[src/rtl/alu_arbiter.sv]
// rtl/alu_arbiter.sv - two-requester round-robin front end for a shared combinational ALU
//
// Purpose: arbitrates two operation requesters onto one combinational ALU.
// One operation is in flight at a time: IDLE accepts, EXEC lets the ALU
// settle for one cycle and captures its result, RESP holds the response
// until the consumer takes it.
//
// Ports:
//   clk, reset                      clock, synchronous active-high reset
//   reqK_valid/ready/a/b/ctrl       requester K (K=0,1) operation handshake
//   alu_src_a/src_b/ctrl            operand registers driven to the ALU
//   alu_out, alu_zero/carry/sign/overflow   ALU result and flags
//   rsp_valid/ready                 response handshake
//   rsp_id, rsp_result, rsp_flags   granted requester, result, {z,c,s,v}

module alu_arbiter #(
    parameter int N = 8
) (
    input  logic         clk,
    input  logic         reset,
    input  logic         req0_valid,
    output logic         req0_ready,
    input  logic [N-1:0] req0_a,
    input  logic [N-1:0] req0_b,
    input  logic [1:0]   req0_ctrl,
    input  logic         req1_valid,
    output logic         req1_ready,
    input  logic [N-1:0] req1_a,
    input  logic [N-1:0] req1_b,
    input  logic [1:0]   req1_ctrl,
    output logic [N-1:0] alu_src_a,
    output logic [N-1:0] alu_src_b,
    output logic [1:0]   alu_ctrl,
    input  logic [N-1:0] alu_out,
    input  logic         alu_zero,
    input  logic         alu_carry,
    input  logic         alu_sign,
    input  logic         alu_overflow,
    output logic         rsp_valid,
    input  logic         rsp_ready,
    output logic         rsp_id,
    output logic [N-1:0] rsp_result,
    output logic [3:0]   rsp_flags
);

    typedef enum logic [1:0] {
        IDLE = 2'd0,
        EXEC = 2'd1,
        RESP = 2'd2
    } state_t;

    state_t         state_q, state_d;
    logic           rr_q, rr_d;          // requester that wins a tie
    logic [N-1:0]   op_a_q, op_a_d;
    logic [N-1:0]   op_b_q, op_b_d;
    logic [1:0]     op_ctrl_q, op_ctrl_d;
    logic           id_q, id_d;
    logic [N-1:0]   result_q, result_d;
    logic [3:0]     flags_q, flags_d;

    logic           any_valid;
    logic           grant_sel;

    // A lone requester always wins; on a tie the pointer decides.
    assign any_valid = req0_valid | req1_valid;
    assign grant_sel = req1_valid & (~req0_valid | rr_q);

    always_comb begin
        state_d    = state_q;
        rr_d       = rr_q;
        op_a_d     = op_a_q;
        op_b_d     = op_b_q;
        op_ctrl_d  = op_ctrl_q;
        id_d       = id_q;
        result_d   = result_q;
        flags_d    = flags_q;
        req0_ready = 1'b0;
        req1_ready = 1'b0;

        case (state_q)
            IDLE: begin
                // Ready is gated by reset so nothing looks accepted while
                // the reset edge discards it.
                if (any_valid && !reset) begin
                    req0_ready = ~grant_sel;
                    req1_ready = grant_sel;
                    op_a_d     = grant_sel ? req1_a    : req0_a;
                    op_b_d     = grant_sel ? req1_b    : req0_b;
                    op_ctrl_d  = grant_sel ? req1_ctrl : req0_ctrl;
                    id_d       = grant_sel;
                    rr_d       = ~grant_sel;
                    state_d    = EXEC;
                end
            end
            EXEC: begin
                result_d = alu_out;
                flags_d  = {alu_zero, alu_carry, alu_sign, alu_overflow};
                state_d  = RESP;
            end
            RESP: begin
                if (rsp_ready) begin
                    state_d = IDLE;
                end
            end
            default: begin
                state_d = IDLE;
            end
        endcase
    end

    always_ff @(posedge clk) begin
        if (reset) begin
            state_q   <= IDLE;
            rr_q      <= 1'b0;
            op_a_q    <= '0;
            op_b_q    <= '0;
            op_ctrl_q <= 2'b00;
            id_q      <= 1'b0;
            result_q  <= '0;
            flags_q   <= 4'b0000;
        end else begin
            state_q   <= state_d;
            rr_q      <= rr_d;
            op_a_q    <= op_a_d;
            op_b_q    <= op_b_d;
            op_ctrl_q <= op_ctrl_d;
            id_q      <= id_d;
            result_q  <= result_d;
            flags_q   <= flags_d;
        end
    end

    assign alu_src_a  = op_a_q;
    assign alu_src_b  = op_b_q;
    assign alu_ctrl   = op_ctrl_q;
    assign rsp_valid  = (state_q == RESP);
    assign rsp_id     = id_q;
    assign rsp_result = result_q;
    assign rsp_flags  = flags_q;

endmodule
[config.mk]
export PLATFORM = sky130hd
export DESIGN_NAME = alu_arbiter
export DESIGN_NICKNAME = d
export VERILOG_FILES = /design/src/rtl/alu_arbiter.sv
export SDC_FILE = /design/constraint.sdc
export NUM_CORES = 1
export LEC_CHECK = 0
export ABC_CLOCK_PERIOD_IN_PS = 3350
export CAP_MARGIN = 5
export CORE_ASPECT_RATIO = 1.2
export CORE_MARGIN = 2
export CORE_UTILIZATION = 55
export CTS_CLUSTER_SIZE = 10
export DETAILED_ROUTE_END_ITERATION = 6
export DONT_BUFFER_PORTS = 1
export PLACE_DENSITY = 0.7
export SETUP_SLACK_MARGIN = 0.3
export SLEW_MARGIN = 25
export SYNTH_ARGS = -nofsm -noshare
export SYNTH_HDL_FRONTEND = slang
export SYNTH_SLANG_ARGS = --single-unit
[constraint.sdc]
create_clock -name clk -period 3.35 [get_ports clk]
set_input_delay 0.67 -clock clk [delete_from_list [all_inputs] [get_ports clk]]
set_output_delay 0.67 -clock clk [all_outputs]
set_load 0.1 [all_outputs]
Word-level counts from Yosys, hierarchy flattened
Index checks and enable logic that the tools add are counted.
Widths: inputs -> output; s select.
{"block": "op_classes", "eq_ne": 4, "bitwise": 5, "reduce_logical": 5, "mux": 10}
{"operator": "$mux 8", "count": 2}
{"operator": "$mux 2", "count": 3}
{"operator": "$pmux 2 s3", "count": 1}
{"operator": "$mux 1", "count": 4}
{"operator": "$reduce_and 2->1", "count": 2}
{"operator": "$eq 2x1->1 const B", "count": 1}
{"operator": "$eq 2x2->1 const B", "count": 1}
{"operator": "$logic_not 2->1", "count": 1}
{"operator": "$ne 2x1->1 const B", "count": 1}
{"operator": "$ne 2x2->1 const B", "count": 1}
{"operator": "$not 1->1", "count": 2}
{"operator": "$or 1x1->1", "count": 2}
{"operator": "$and 1x1->1", "count": 1}
{"operator": "$logic_and 1x1->1", "count": 1}
{"operator": "$logic_not 1->1", "count": 1}
{"block": "totals", "register_bits": 34, "output_inout_bits": 34, "elab_cells": 32, "input_bits": 53}

Longest topological paths before layout
Gate-level depths: netlist (run 1).
{"block": "depth", "ltp_word": 6, "ltp_mapped": 5, "depth_no_buf": 3}

Worst setup path before layout (run 1)
OpenSTA, ideal clock, no wires.
{"block": "synth_path", "path_type": "input to output", "start": "input reset", "end": "output req1_ready", "n_path_buf": 1, "arrival_time_ps": 2250, "setup_slack_ps": 430, "cell_stages": 3, "cell_sequence": "buf_2 -> nor3_4 -> nor3b_2"}
{"block": "synth_between", "elab_chain_len": 4}
{"element": "from (decl)", "line": "20", "text": "input logic reset,"}
{"element": "$logic_not 1->1", "line": "84", "text": "if (any_valid && !reset) begin"}
{"element": "$logic_and 1x1->1", "line": "84"}
{"element": "$mux 1", "line": "84"}
{"element": "$mux 1", "line": "80", "text": "case (state_q)"}
{"element": "to (decl)", "line": "27", "text": "output logic req1_ready,"}
Every way passes these cells.

Worst setup path after layout (run 1)
{"block": "layout_path", "start": "register state_q[1]", "end": "output req1_ready"}
{"block": "layout_between", "elab_chain_len": 2}
{"element": "from (decl)", "line": "52", "text": "state_t state_q, state_d;"}
{"element": "from (signal assigned)", "line": "122", "text": "state_q <= state_d;"}
{"element": "$logic_not 2->1", "line": "80"}
{"element": "$mux 1", "line": "80"}
Every way passes these cells.

==> results.py, run 1 <==
metrics = {
    "layout": {
        "mostFrequentLayoutCells": "34 x dfxtp_1, 32 x a21oi_1, 24 x nand2_1",
        "final_common_cell": "dfxtp_1",
        "n_antenna_cell": 0,
        "area_growth_syn_to_layout_pct": 2.04,
        "nNetsFinal": 223,
        "final_util_pct": 59.6,
        "fillers": 244,
        "drive_gt1_share_pct": 20.5,
    },
    "pwr": {
        "internal_power_mw": 0.604,
        "p_per_area_nw_per_um2": 644,
        "switching_power_mw": 0.484,
        "irDropWorstVdd_uv": 313,
        "pwr-share-clk_pct": 21.6,
        "leakage_nw": 0.537,
        "pwr-share-comb_pct": 15.1,
        "pwr-share-seq_pct": 63.3,
        "swShare_pct": 44.5,
    },
    "routing": {
        "routed.top_layer": "met4",
        "route.met3.wl_um": 335,
        "viasPerCell": 6.19,
        "drc": 0,
        "drtIter0Drc": 31,
        "drt_wl_total_um": 3680,
        "ant_nets": 0,
        "num_vias": 1268,
        "wl_per_cell_um": 18.0,
        "wl_met2_um": 1950,
        "wl_met1_um": 1370,
        "firstDrtPassIters": 4,
    },
    "sta": {
        "worstMarginPinSlew_ps": 994,
        "skew_ps": 7.43,
        "setup_tns_ps": 0,
        "fmax_mhz": 417,
        "drv_slew": 0,
        "min_period_ps": 2400,
        "relSlewSlack_pct": 33.7,
        "final-setup-viol-count": 0,
        "hold_viol_final": 0,
        "min_period_over_period_pct": 71.5,
        "rsz0062_at_grt": "false",
    },
    "clock_network": {
        "root_buffer": "clkbuf_4",
        "cts_buffer_depth": 2,
        "cts.repair.resized": 0,
        "cts-htree-levels": 2,
        "clk_latency_ps": 330,
        "cts_inserted_buffers": 5,
        "clock-sinks": 34,
        "clkTransAtPathRegs_ps": 100,
        "cts_tree": "yes",
        "postCtsSetupBuffers": 0,
        "cts.hold.buffers_added": 0,
    },
    "setup_path": {
        "r2r_setup_slack_ps": 1730,
        "r2r-start": "state_q[1]",
        "path_cells": "nor3_4 > buf_4 > nor3b_4 > buf_4",
        "worstPathArrival_ps": 1730,
        "cp_num_buf_inv": 2,
        "cp-start-kind": "flop",
        "crit_path_frequent_cell": "buf_4",
        "end_kind": "primary output",
        "reg2regPathDepth": 5,
        "path_max_fanout": 21,
        "crit_type": "flop to primary output",
        "reg2reg_to": "rsp_id",
        "critical_path.max_stage_delay_ps": 360,
        "crit_slowest_cell": "dfxtp_1",
        "cp.depth": 4,
        "cp_top_family": "buffers and inverters",
        "worstPathRequired_ps": 2680,
        "startpoint": "state_q[1]",
        "crit_end": "req1_ready",
    },
    "synthesis": {
        "synth-warning-count": 0,
        "synth_nets": 231,
        "syn_area_um2": 1660,
        "syn_inst": 178,
        "ys_seq_area_share_pct": 41.1,
        "ys_types": 22,
        "synth_seq_cells": 34,
        "syn_avg_cell_area_um2": 9.31,
    },
    "placed_design": {
        "numPortBuffers": 0,
        "gp_congestion": 0.621,
        "hpwl_um": 2620,
    },
    "worst_hold_path": {
        "whs_path_depth": 1,
        "hp-class": "input pin to flop",
    },
    "flow_run": {
        "drv_cap": 0,
    },
    "die": {
        "fp-row-count": 21,
        "ios": 87,
        "die_h_um": 64.1,
        "core_um2": 2840,
        "start_util_pct": 58.4,
        "die_area_um2": 3470,
        "die_w_um": 54.1,
    },
    "grt": {
        "grt-ovfl-total": 0,
        "grt_pass1_vias": 1244,
        "grt_max_degree": 39,
        "antenna_found_initial": 0,
        "grt_pass1_wl_um": 5420,
        "grt_util_all_layers_pct": 21.1,
    },
    "status": {
        "outcome": "completed",
    },
}
## logic make-up after synthesis
logic type	after synthesis	share of synthesized area, %
AOI/OAI and AO/OA	71	32.9
buffers and inverters	21	7.17
DFF	34	41.1
and+or+nand+nor	52	18.9
## worst min path at each step
stage	from	endpoint	slack, ps
6_report	reset	alu_src_b[7]	400
5_1_grt	reset	alu_src_b[7]	360
4_1_cts	reset	alu_src_b[0]	380
3_5_place_dp	rr_q	rr_q	540
3_3_place_gp	rr_q	rr_q	520
2_1_floorplan	rr_q	rr_q	520
## synth_stat cells
cell type  number  share of area [%]
nor3b_2         1               0.75
nand2_1        24                5.4
o21ai_0        18                5.4
a311oi_2       18                 16
o21a_1          1               0.45
nor2b_1         2               0.75
o21ba_1         1               0.60
a21boi_0        1               0.45
clkbuf_1        6                1.4
nor3_4          1               0.98
nor3_1          1               0.30
buf_6           4                2.7
nor2b_4         1               0.83
or2_1           1               0.38
buf_2           8                2.4
and2_4          1               0.53
inv_1           1               0.23
nand3b_1       18                8.2
dfxtp_1        34                 41
a21oi_1        32                9.7
buf_1           2               0.45
nand2b_1        2               0.75
## layer usage
layer / GRT usage (%) / vias up
met5: 0 / -
met4: 5.31 / 0
met3: 9.11 / 4
met2: 38.3 / 64
met1: 21.0 / 570
li1: - / 630
## power by group through the flow
stage	clock network (mW)	registers (mW)	logic, mW
6_report	0.235	0.689	0.165
5_1_grt	0.265	0.694	0.179
4_1_cts	0.242	0.689	0.166
3_5_place_dp	0	0.698	0.166
3_3_place_gp	0	0.698	0.158
2_1_floorplan	0	0.691	0.162
## sequential cells by signal, summed over array words and instances (netlist names)
signal and cells:
alu_src_b 8, rr_q 1, rsp_result 8, alu_ctrl 2
alu_src_a 8, rsp_id 1, rsp_flags 4, state_q 2
## cell type report
class	instances	area, um2	share of cell area [%]
inverter	1	3.75	0.222
clock buffer	7	55.1	3.25
clock inverter	1	5.00	0.296
tap	34	42.5	2.51
timing repair buffer	5	37.5	2.22
multi-input combinational	123	867	51.3
sequential	34	681	40.2
## stage by stage
step | setup slack (ps) | power [mW] | area, um2 | hold WS [ps] | instances
2_1_floorplan | 430 | 0.852 | 1660 | 516 | 178
3_3_place_gp | 1080 | 0.856 | 1630 | 524 | 197
3_5_place_dp | 1040 | 0.864 | 1630 | 539 | 197
4_1_cts | 942 | 1.10 | 1690 | 382 | 205
5_1_grt | 857 | 1.14 | 1690 | 355 | 205
6_report | 954 | 1.09 | 1690 | 400 | 205
Note: power is estimated with default switching activity, not from simulation.
==> run 2, diff against run 1 <==
--- a/config.mk
+++ b/config.mk
@@ -5,7 +5,7 @@
 export SDC_FILE = /design/constraint.sdc
 export NUM_CORES = 1
 export LEC_CHECK = 0
-export ABC_CLOCK_PERIOD_IN_PS = 3350
+export ABC_CLOCK_PERIOD_IN_PS = 1950
 export CAP_MARGIN = 5
 export CORE_ASPECT_RATIO = 1.2
 export CORE_MARGIN = 2
@@ -13,7 +13,7 @@
 export CTS_CLUSTER_SIZE = 10
 export DETAILED_ROUTE_END_ITERATION = 6
 export DONT_BUFFER_PORTS = 1
-export PLACE_DENSITY = 0.7
+export PLACE_DENSITY = 0.73
 export SETUP_SLACK_MARGIN = 0.3
 export SLEW_MARGIN = 25
 export SYNTH_ARGS = -nofsm -noshare
==> constraint.sdc (replaced) <==
create_clock -name clk -period 1.95 [get_ports clk]
set_input_delay 0.39 -clock clk [delete_from_list [all_inputs] [get_ports clk]]
set_output_delay 0.39 -clock clk [all_outputs]
set_load 0.1 [all_outputs]
==> run 2 against run 1 <==
Effect of this change: flip-flop and latch count is the same; clock power increased by 110%; worst hold slack got worse by 290 ps; critical path type unchanged; die area unchanged; global-route usage up 3.2 points; largest cell class unchanged.
==> results.py, run 2 (same netlist as run 1, synthesis figures left out) <==
metrics = {
    "clock_network": {
        "cts-htree-levels": 2,
        "clk_latency_ps": 340,
        "clkTransAtPathRegs_ps": 100,
        "root_buffer": "clkbuf_4",
        "cts_inserted_buffers": 5,
        "cts_buffer_depth": 2,
        "cts.hold.buffers_added": 0,
        "clock-sinks": 34,
        "cts_tree": "yes",
    },
    "die": {
        "die_h_um": 64.1,
        "die_w_um": 54.1,
        "start_util_pct": 58.4,
        "fp-row-count": 21,
        "die_area_um2": 3470,
        "ios": 87,
        "core_um2": 2840,
    },
    "routing": {
        "ant_nets": 0,
        "num_vias": 1466,
        "viasPerCell": 5.91,
        "drc": 0,
        "drt_wl_total_um": 3980,
        "firstDrtPassIters": 4,
        "drtIter0Drc": 23,
        "wl_per_cell_um": 16.0,
    },
    "sta": {
        "min_period_ps": 1790,
        "relSlewSlack_pct": 70.3,
        "rsz0062_at_grt": "true",
        "min_period_over_period_pct": 91.8,
        "worstMarginPinSlew_ps": 446,
        "skew_ps": 10.9,
        "final-setup-viol-count": 0,
        "setup_tns_ps": 0,
        "drv_slew": 0,
        "hold_viol_final": 0,
        "fmax_mhz": 559,
    },
    "worst_hold_path": {
        "hp-class": "input pin to flop",
    },
    "grt": {
        "grt_pass1_wl_um": 6220,
        "grt-ovfl-total": 0,
        "grt_max_degree": 35,
        "grt_util_all_layers_pct": 24.3,
        "grt_pass1_vias": 1445,
        "antenna_found_initial": 0,
    },
    "setup_path": {
        "end_kind": "primary output",
        "worstPathRequired_ps": 1560,
        "cp-start-kind": "flop",
        "crit_type": "flop to primary output",
        "path_max_fanout": 3,
        "r2r_setup_slack_ps": 470,
        "worstPathArrival_ps": 1400,
    },
    "placed_design": {
        "hpwl_um": 2830,
        "gp_congestion": 0.712,
        "numPortBuffers": 0,
    },
    "pwr": {
        "irDropWorstVdd_uv": 766,
        "leakage_nw": 0.772,
        "total_power_mw": 2.09,
        "p_per_area_nw_per_um2": 1010,
    },
    "layout": {
        "area_growth_syn_to_layout_pct": 24.2,
        "fillers": 229,
        "nNetsFinal": 266,
        "drive_gt1_share_pct": 37.4,
        "mostFrequentLayoutCells": "45 x buf_4, 32 x a21oi_1, 32 x dfxtp_1, 24 x nand2_1",
        "final_common_cell": "buf_4",
        "n_antenna_cell": 0,
    },
    "status": {
        "outcome": "completed",
    },
    "flow_run": {
        "drv_cap": 0,
    },
}
run 2: cell count changes in the layout (fill, tap and decap cells not counted), sizes merged:
| cell | previous run | this run |
|---|---|---|
| nor2b | 3 | 4 |
| buf | 5 | 47 |
| bufinv | 0 | 1 |
| clkinv | 1 | 0 |
run 2: report_power, final:
part | internal [mW] | total (mW) | switching, mW | leakage, nW
logic | 0.205 | 0.806 | 0.601 | 0.452
registers | 0.754 | 0.780 | 0.0263 | 0.280
clock network | 0.272 | 0.499 | 0.228 | 0.0395
total | 1.23 | 2.09 | 0.855 | 0.772
run 2: what timing repair did:
item                                    in CTS  in global routing
buffers inserted                             4                  2
cloned                                       1                  0
resized for setup                            2                  2
endpoints found under the setup margin       2                  3
pin swaps                                    2                  1
run 2: layer usage:
| metal | vias to the layer above | routed length (um) | global-route usage [%] |
|---|---|---|---|
| li1 | 718 | - | - |
| met1 | 676 | 1430 | 25.8 |
| met2 | 67 | 2170 | 42.9 |
| met3 | 5 | 330 | 8.18 |
| met4 | 0 | 46 | 8.44 |
| met5 | - | 0 | 0 |
run 2: final cells by class:
class	count	area, um2	area share [%]
Sequential cell	34	686	33.3
Clock inverter	1	30.0	1.46
Timing Repair Buffer	47	369	17.9
Tap cell	34	42.5	2.07
Inverter	1	3.75	0.182
Multi-Input combinational cell	124	883	42.9
Clock buffer	7	45.0	2.19
run 2: worst paths after layout:
| kind | start | to | cells past startpoint |
|---|---|---|---|
| setup / recovery | state_q[0] | req0_ready | 3 |
| hold / removal | reset | rsp_result[5] | 1 |
| setup reg to reg | state_q[0] | alu_src_b[4] | 6 |
| hold reg to reg | rsp_flags[3] | rsp_flags[3] | 2 |
run 2: metrics by stage:
step / hold WS [ps] / instance area [um2] / instances / utilization (%) / setup slack (ps)
2_1_floorplan: 524 / 1690 / 178 / - / 16.2
3_3_place_gp: 436 / 1920 / 233 / 67.7 / 448
6_report: 105 / 2060 / 248 / 72.6 / 160
4_1_cts: 96.4 / 2040 / 246 / 71.9 / 169
5_1_grt: 74.7 / 2060 / 248 / 72.6 / 91.0
3_5_place_dp: 446 / 1920 / 233 / 67.7 / 425
run 2: worst max-delay path: stages, from the launching register on:
cell and delay, ps:
dfxtp_4 360, nor3_4 210, and2_4 180, o21a_4 320
==> run 3, diff against run 2 <==
--- a/config.mk
+++ b/config.mk
@@ -10,6 +10,7 @@
 export CORE_ASPECT_RATIO = 1.2
 export CORE_MARGIN = 2
 export CORE_UTILIZATION = 55
+export CTS_BUF_LIST = sky130_fd_sc_hd__clkbuf_16
 export CTS_CLUSTER_SIZE = 10
 export DETAILED_ROUTE_END_ITERATION = 6
 export DONT_BUFFER_PORTS = 1
==> run 3 against run 2 <==
Effect of this change: non-clock buffer count up 1; sequential share of layout area shrank 1.5 points; clock skew fell by 9.2 ps; sequential power barely moved; clock power rose by 72%; via count grew 2.0%.
==> results.py, run 3 (same netlist as run 1, synthesis figures left out) <==
metrics = {
    "status": {
        "outcome": "completed",
    },
    "die": {
        "die_area_um2": 3470,
        "ios": 87,
        "fp-row-count": 21,
        "start_util_pct": 58.4,
        "die_w_um": 54.1,
        "die_h_um": 64.1,
        "core_um2": 2840,
    },
    "layout": {
        "final_cells": 249,
        "drive_gt1_share_pct": 37.2,
        "area_growth_syn_to_layout_pct": 29.7,
        "final-seq-area_um2": 684,
        "nNetsFinal": 267,
        "mostFrequentLayoutCells": "47 x buf_4, 33 x dfxtp_1, 32 x a21oi_1, 24 x nand2_1",
        "stdcell_area_um2": 2150,
        "final_util_pct": 75.7,
        "n_antenna_cell": 0,
        "final_common_cell": "buf_4",
        "multiInputGateArea_um2": 883,
        "fillers": 211,
    },
    "clock_network": {
        "clkTransAtPathRegs_ps": 50,
        "cts-htree-levels": 2,
        "cts.hold.buffers_added": 0,
        "cts_buffer_depth": 2,
        "clk_latency_ps": 270,
        "cts_inserted_buffers": 5,
        "cts_tree": "yes",
        "root_buffer": "clkbuf_16",
        "clock-sinks": 34,
    },
    "sta": {
        "min_period_ps": 1720,
        "drv_slew": 0,
        "rsz0062_at_grt": "true",
        "worstMarginPinSlew_ps": 441,
        "hold_viol_final": 0,
        "setup_tns_ps": 0,
        "final-setup-viol-count": 0,
        "relSlewSlack_pct": 70.6,
        "fmax_mhz": 582,
        "min_period_over_period_pct": 88.1,
        "skew_ps": 1.75,
        "worst_slack_ps": 231,
    },
    "pwr": {
        "switching_power_mw": 0.896,
        "p_per_area_nw_per_um2": 1140,
        "pwr-share-clk_pct": 35.0,
        "irDropWorstVdd_uv": 922,
        "leakage_nw": 0.823,
        "pwr-share-seq_pct": 32.0,
        "swShare_pct": 36.6,
        "pwr-share-comb_pct": 33.0,
        "internal_power_mw": 1.55,
    },
    "setup_path": {
        "path_cells": "nor3_4 > and2_4 > o21a_4",
        "end_kind": "primary output",
        "cp_num_buf_inv": 0,
        "worstPathArrival_ps": 1330,
        "crit_type": "flop to primary output",
        "worstPathRequired_ps": 1560,
        "path_max_fanout": 3,
        "critical_path.max_stage_delay_ps": 350,
        "cp-start-kind": "flop",
        "cp_top_family": "simple AND/OR/NAND/NOR gates",
        "crit_slowest_cell": "dfxtp_4",
    },
    "routing": {
        "ant_nets": 0,
        "firstDrtPassIters": 4,
        "drt_wl_total_um": 4160,
        "num_vias": 1495,
        "viasPerCell": 6.00,
        "wl_per_cell_um": 16.7,
        "drc": 0,
        "drtIter0Drc": 44,
    },
    "placed_design": {
        "place_ws_ps": 425,
        "dp_cells": 233,
        "numPortBuffers": 0,
        "hpwl_um": 2830,
        "post_dp_cell_area_um2": 1920,
        "gp_congestion": 0.712,
    },
    "grt": {
        "grt_pass1_vias": 1466,
        "grt-ovfl-total": 0,
        "antenna_found_initial": 0,
        "grt_util_all_layers_pct": 25.1,
        "grt_max_degree": 35,
        "grt_pass1_wl_um": 6380,
    },
    "worst_hold_path": {
        "hp-class": "input pin to flop",
    },
    "flow_run": {
        "drv_cap": 0,
    },
}
## run 3: what timing repair did
action                                  4_1_cts  5_1_grt
gates resized for setup                       2        0
setup buffers                                 4        3
pin swaps                                     2        1
endpoints found under the setup margin        2        2
gates cloned                                  1        0
## run 3: area by class of cell
| cell class | instances | area share (%) |
|---|---|---|
| Sequential cell | 34 | 31.8 |
| Clock inverter | 3 | 1.75 |
| Clock buffer | 5 | 5.82 |
| Timing Repair Buffer | 48 | 17.3 |
| Inverter | 1 | 0.175 |
| Tap cell | 34 | 1.98 |
| Multi-Input combinational cell | 124 | 41.1 |
## run 3: path summary, 6_finish.rpt
check                from      endpoint  slack [ps]  depth (start not counted)
max            state_q[0]    req0_ready         230                          3
min                 reset  rsp_flags[1]         180                          1
max reg2reg    state_q[0]  alu_src_b[4]         420                          6
min reg2reg  rsp_flags[0]  rsp_flags[0]         450                          2
## run 3: per-stage QoR
step                power, mW  hold WS (ps)
finish                   2.45           181
global route             2.54           168
CTS                      2.45           177
detailed placement       1.58           446
global placement         1.57           436
floorplan                1.47           524
## run 3: per-layer routing
metal / track usage (%) / vias up / wire [um]
li1: - / 717 / -
met1: 27.0 / 703 / 1460
met2: 42.8 / 66 / 2270
met3: 7.24 / 9 / 338
met4: 12.8 / 0 / 83
met5: 0 / - / 0
## run 3: power groups by stage
stage | clock (mW) | sequential, mW | combinational [mW]
floorplan | 0 | 1.19 | 0.288
global placement | 0 | 0.794 | 0.772
detailed placement | 0 | 0.797 | 0.786
CTS | 0.870 | 0.783 | 0.802
global route | 0.910 | 0.789 | 0.846
finish | 0.857 | 0.783 | 0.809
